`src/rtl/rv32_decoder.sv`:
```
// RV32I decode stage: one registered entry between fetch and execute.
// Splits the instruction word into fields, immediate, class and flags.
module rv32_decoder (
  input  logic        clk,
  input  logic        rstz,
  input  logic        flush,
  input  logic [31:0] in_instr,
  input  logic [31:0] in_pc,
  input  logic        in_valid,
  output logic        in_ready,
  output logic [31:0] dec_pc,
  output logic [4:0]  dec_rd,
  output logic [4:0]  dec_rs1,
  output logic [4:0]  dec_rs2,
  output logic [2:0]  dec_funct3,
  output logic        dec_sub,
  output logic [31:0] dec_imm,
  output logic [3:0]  dec_class,
  output logic        dec_rd_we,
  output logic        dec_illegal,
  output logic        dec_valid,
  input  logic        dec_ready
);

  localparam logic [3:0] C_LUI   = 4'd0;
  localparam logic [3:0] C_AUIPC = 4'd1;
  localparam logic [3:0] C_JAL   = 4'd2;
  localparam logic [3:0] C_JALR  = 4'd3;
  localparam logic [3:0] C_BR    = 4'd4;
  localparam logic [3:0] C_LOAD  = 4'd5;
  localparam logic [3:0] C_STORE = 4'd6;
  localparam logic [3:0] C_OPIMM = 4'd7;
  localparam logic [3:0] C_OP    = 4'd8;
  localparam logic [3:0] C_ILL   = 4'd15;

  logic [6:0]  op;
  logic [2:0]  f3;
  logic [6:0]  f7;
  logic [3:0]  cls_raw;
  logic        ill;
  logic [3:0]  cls;
  logic [31:0] imm;
  logic        sub;
  logic        we;
  logic        is_i;
  logic        is_s;
  logic        is_b;
  logic        is_u;
  logic        is_j;
  logic        load;

  assign op = in_instr[6:0];
  assign f3 = in_instr[14:12];
  assign f7 = in_instr[31:25];

  // Full 7-bit opcode match also rejects instr[1:0] != 2'b11.
  always_comb begin
    cls_raw = C_ILL;
    ill = 1'b0;
    case (op)
      7'b0110111: cls_raw = C_LUI;
      7'b0010111: cls_raw = C_AUIPC;
      7'b1101111: cls_raw = C_JAL;
      7'b1100111: begin
        cls_raw = C_JALR;
        ill = (f3 != 3'b000);
      end
      7'b1100011: begin
        cls_raw = C_BR;
        ill = (f3[2:1] == 2'b01);
      end
      7'b0000011: begin
        cls_raw = C_LOAD;
        ill = (f3 == 3'b011) || (f3[2:1] == 2'b11);
      end
      7'b0100011: begin
        cls_raw = C_STORE;
        ill = (f3 >= 3'b011);
      end
      7'b0010011: begin
        cls_raw = C_OPIMM;
        ill = ((f3 == 3'b001) && (f7 != 7'h00))
           || ((f3 == 3'b101) && (f7 != 7'h00)
               && (f7 != 7'h20));
      end
      7'b0110011: begin
        cls_raw = C_OP;
        ill = ((f7 == 7'h20) && (f3 != 3'b000)
               && (f3 != 3'b101))
           || ((f7 != 7'h00) && (f7 != 7'h20));
      end
      default: ill = 1'b1;
    endcase
  end

  assign cls  = ill ? C_ILL : cls_raw;
  assign is_i = (cls == C_JALR) || (cls == C_LOAD)
             || (cls == C_OPIMM);
  assign is_s = (cls == C_STORE);
  assign is_b = (cls == C_BR);
  assign is_u = (cls == C_LUI) || (cls == C_AUIPC);
  assign is_j = (cls == C_JAL);

  always_comb begin
    imm = 32'h0;
    unique case (1'b1)
      is_i: imm = {{20{in_instr[31]}}, in_instr[31:20]};
      is_s: imm = {{20{in_instr[31]}}, in_instr[31:25],
                   in_instr[11:7]};
      is_b: imm = {{19{in_instr[31]}}, in_instr[31],
                   in_instr[7], in_instr[30:25],
                   in_instr[11:8], 1'b0};
      is_u: imm = {in_instr[31:12], 12'h000};
      is_j: imm = {{11{in_instr[31]}}, in_instr[31],
                   in_instr[19:12], in_instr[20],
                   in_instr[30:21], 1'b0};
      default: imm = 32'h0;
    endcase
  end

  assign sub = ((cls == C_OP)
             || ((cls == C_OPIMM) && (f3 == 3'b101)))
             && in_instr[30];

  assign we = (in_instr[11:7] != 5'd0)
           && (cls != C_BR) && (cls != C_STORE)
           && (cls != C_ILL);

  assign in_ready = ~flush & (~dec_valid | dec_ready);
  assign load     = in_valid & in_ready;

  always_ff @(posedge clk or negedge rstz) begin
    if (!rstz) begin
      dec_valid   <= 1'b0;
      dec_pc      <= 32'h0;
      dec_rd      <= 5'd0;
      dec_rs1     <= 5'd0;
      dec_rs2     <= 5'd0;
      dec_funct3  <= 3'd0;
      dec_sub     <= 1'b0;
      dec_imm     <= 32'h0;
      dec_class   <= 4'd0;
      dec_rd_we   <= 1'b0;
      dec_illegal <= 1'b0;
    end else begin
      if (load) begin
        dec_valid   <= 1'b1;
        dec_pc      <= in_pc;
        dec_rd      <= in_instr[11:7];
        dec_rs1     <= in_instr[19:15];
        dec_rs2     <= in_instr[24:20];
        dec_funct3  <= f3;
        dec_sub     <= sub;
        dec_imm     <= imm;
        dec_class   <= cls;
        dec_rd_we   <= we;
        dec_illegal <= ill;
      end else if (flush || dec_ready) begin
        dec_valid <= 1'b0;
      end
    end
  end

endmodule

```
`config.mk`:
```
export PLATFORM = sky130hd
export DESIGN_NAME = rv32_decoder
export DESIGN_NICKNAME = d
export VERILOG_FILES = /design/src/rtl/rv32_decoder.sv
export SDC_FILE = /design/constraint.sdc
export NUM_CORES = 1
export LEC_CHECK = 0
export CAP_MARGIN = 40
export CELL_PAD_IN_SITES_DETAIL_PLACEMENT = 1
export CELL_PAD_IN_SITES_GLOBAL_PLACEMENT = 2
export CORE_UTILIZATION = 24
export DETAILED_ROUTE_END_ITERATION = 10
export MAX_ROUTING_LAYER = met4
export PLACE_DENSITY_LB_ADDON = 0.1
export RECOVER_POWER = 100
export SLEW_MARGIN = 30
export SYNTH_ARGS = -nofsm -noshare
export SYNTH_HDL_FRONTEND = slang
export SYNTH_SLANG_ARGS = --single-unit
```
`constraint.sdc`:
```
create_clock -name clk -period 1.9 [get_ports clk]
set_input_delay 0.38 -clock clk [delete_from_list [all_inputs] [get_ports clk]]
set_output_delay 0.38 -clock clk [all_outputs]
set_load 0.02 [all_outputs]
```
==> metrics.md <==
| Metric | Value |
|---|---|
| Reg clk slew, reported paths | `0.07 ns` |
| Critical-path maximum fanout | `3` |
| Post-synthesis cell type count | `48` |
| Clock share of power | `0.353` |
| Crit path from | `dec_ready` |
| Post-DP HPWL | `10700 um` |
| Fmax | `499 MHz` |
| Layout cell share with drive strength beyond 1 | `0.212` |
| Gr ovfl total | `0` |
| First-pass GRT wire length | `22700 um` |
| Post-Route WL | `14400 um` |
| DR vias/cell | `4.46` |
| CTS tree | `done` |
| Routed vias | `3960` |
| Clock skew | `0.00585 ns` |
| Async set or reset register ratio after synthesis | `1.00` |
| WL/cell | `16.3 um` |
| Port bufs | `159` |
| Avg Inst Size Synth | `8.89 um^2` |
| GR Util All Layers | `0.183` |
| Die W | `130 um` |
| Htree depth | `3` |
| VDD IR-drop max | `0.414 mV` |
| Crit. End Element | `output port` |
| Filler cells | `1836` |
| Slew headroom | `0.286` |
| Clk root buf | `clkbuf_16` |
| WP data required | `1.52 ns` |
| Die Ht | `130 um` |
| Outcome | `complete, but fails checks` |
| Placed Area | `6300 um^2` |
| Starting Density | `0.247` |
| Core Region | `15900 um^2` |
| Yosys reg bits | `90` |
| Pins over their slew limit | `0` |
| Crit-path slowest cell | `dlygate4sd3_1` |
| Synthesized area | `3950 um^2` |
| Nets | `734` |
| Area Growth Syn to Fin | `72.7%` |
| RSZ-0062 raised after global routing | `yes` |
| Total iterations of the first detailed-routing run | `4` |
| CP startpoint kind | `input port` |
| Worst Tran Pin Value | `1.07 ns` |
| Largest net degree at the start of global routing | `40` |
| Register area | `2250 um^2` |
| Worst EP arrival | `1.62 ns` |
| Main flop type after synthesis | `dfrtp_1` |
| FP Rows | `46` |
| Crit share post-route | `1.05` |
| Final Critical Period | `2.00 ns` |
| Footprint of the multi-input gates | `1760 um^2` |
| Net Sw Frac | `0.288` |
| HP Class | `input port to register` |
| Io pins | `160` |
| Reg-to-reg startpoint | `dec_valid` |
| Internal power | `0.00386 W` |
| Flop pwr share | `0.408` |
| Initial antenna violation count | `1` |
| Hold path start | `in_instr[12]` |
| Register area share after synthesis | `0.571` |
| DRC | `0` |
| GP Congestion | `0.833` |
| Final Hold Viols | `0` |
| Die Area | `17000 um^2` |
| Synth Net Count | `513` |
| Sw Pwr | `0.00156 W` |
| DRT iter0 DRCs | `94` |
| Worst setup margin | `-0.103 ns` |
| Clk sink count | `90` |
| Max clock buf depth | `2` |
| P per Cell Area | `796 nW/um^2` |
| Worst-path cell chain | `dlygate4sd3_1 > nor2b_1 > nor2_2 > dlygate4sd2_1` |
| CP Class | `input port to output port` |
| Failing checks | `negative setup slack` |
| Post-synth EDFFs | `0` |
| Synthesis Warnings | `0` |
| Final setup fails | `12` |
| Combinational group share of total power | `0.239` |
| Crit path largest cell delay | `0.54 ns` |
| Clk_lat worst skew | `0.35 ns` |
| Final ANT Viol Nets | `0` |
| P_leak | `3.25 nW` |
| Post-Synthesis Cells | `444` |
| Design Area, Final | `6810 um^2` |
| Vias in the first global route | `4265` |
| Total CTS buffers | `9` |
| Max-capacitance violation count | `0` |
| Fin util | `0.427` |
critical path, delay by kind of cell:
| kind | cells | cell delay [ns] |
|---|---|---|
| buffers and inverters | 2 | 0.88 |
| AND/OR/NAND/NOR | 2 | 0.36 |
cells in the final DEF (no fill, tap or decap), types with 4 or more instances in the layout:
| cell type | count |
|---|---|
| a21oi_2 | 11 |
| inv_1 | 7 |
| dlygate4sd2_1 | 8 |
| clkbuf_16 | 9 |
| a21oi_1 | 13 |
| o21ai_0 | 19 |
| buf_4 | 60 |
| clkbuf_1 | 4 |
| nand2_1 | 166 |
| o21ai_1 | 16 |
| nor3_2 | 7 |
| clkdlybuf4s50_1 | 49 |
| dlygate4sd3_1 | 92 |
| buf_2 | 4 |
| buf_6 | 12 |
| clkbuf_2 | 4 |
| a22oi_1 | 4 |
| nor2_1 | 22 |
| dfrtp_1 | 90 |
flip-flops by register name, summed over array words and instances, names as in the netlist:
name,flops
dec_funct3,3
dec_sub,1
dec_imm,32
dec_valid,1
dec_rs1,5
dec_rd_we,1
dec_class,4
dec_illegal,1
dec_rd,5
dec_rs2,5
dec_pc,32
synth_stat cells (all sizes together) (3+ instances only):
cell type	count	area [um^2]
inv	8	30.0
nand3	5	25.0
or3	3	28.8
buf	9	45.0
a22oi	4	30.0
dfrtp	90	2250
nand2b	3	18.8
nand2	169	634
nor3	9	50.1
o21ai	38	190
a21oi	24	120
nor2	26	100
nand4	3	18.8
nor4	3	33.8
clkbuf	17	65.1
power groups by stage:
stage / clock, W / combinational, W / sequential (W)
2_1_floorplan: 0 / 0.000306 / 0.00250
3_3_place_gp: 0 / 0.00135 / 0.00225
3_5_place_dp: 0 / 0.00137 / 0.00226
4_1_cts: 0.00198 / 0.00139 / 0.00223
5_1_grt: 0.00204 / 0.00142 / 0.00224
6_report: 0.00191 / 0.00130 / 0.00221
final cells by class:
cell class                 count  area share
sequential                    90       0.331
antenna                        1    0.000367
multi-input combinational    320       0.258
tap                          216      0.0397
inverter                       8     0.00441
clock buffer                  12      0.0347
timing repair buffer         236       0.321
clock inverter                 4      0.0112
per-stage QoR:
step           cells  TNS, ns  power (W)  worst slack (ns)  hold WS, ns
2_1_floorplan    444    -4.37    0.00281            -0.163       0.0844
3_3_place_gp     859   -25.07    0.00361            -0.740        0.279
3_5_place_dp     859   -27.75    0.00363            -0.782        0.279
4_1_cts          886   -0.473    0.00559           -0.0943        0.427
5_1_grt          887    -3.27    0.00570            -0.149        0.365
6_report         887   -0.565    0.00543            -0.103        0.331
per-layer routing:
metal	vias up	GRT usage	part of all wire
li1	1919	-	-
met1	1923	0.217	0.44
met2	105	0.304	0.49
met3	13	0.0496	0.059
met4	0	0.0527	0.012
met5	-	-	0
worst paths after layout:
| kind | cells past startpoint | slack, ns | end |
|---|---|---|---|
| setup / recovery | 4 | -0.10 | in_ready |
| hold / removal | 3 | 0.33 | dec_funct3[0] |
| setup reg to reg | 6 | 0.11 | dec_imm[3] |
| hold reg to reg | 2 | 0.47 | dec_pc[8] |
| max in group asynchronous | 3 | 0.23 | dec_rd[1] |
| min in group asynchronous | 2 | 0.75 | dec_pc[8] |
kinds of logic after synthesis:
kind of cell	after synthesis	synth area share
simple gates	231	0.250
flops	90	0.571
compound gates	87	0.139
buf+inv	34	0.0355
xor+xnor	1	0.00222
mux	1	0.00254
what timing repair did:
item                                   CTS  global route
endpoints found under the hold margin   16             0
setup endpoints to repair               40            37
hold buffers                             1             0
pin swaps                               19            18
buffers inserted                        11             0
resized for setup                       65            36
Power figures use the tool's default switching activity.
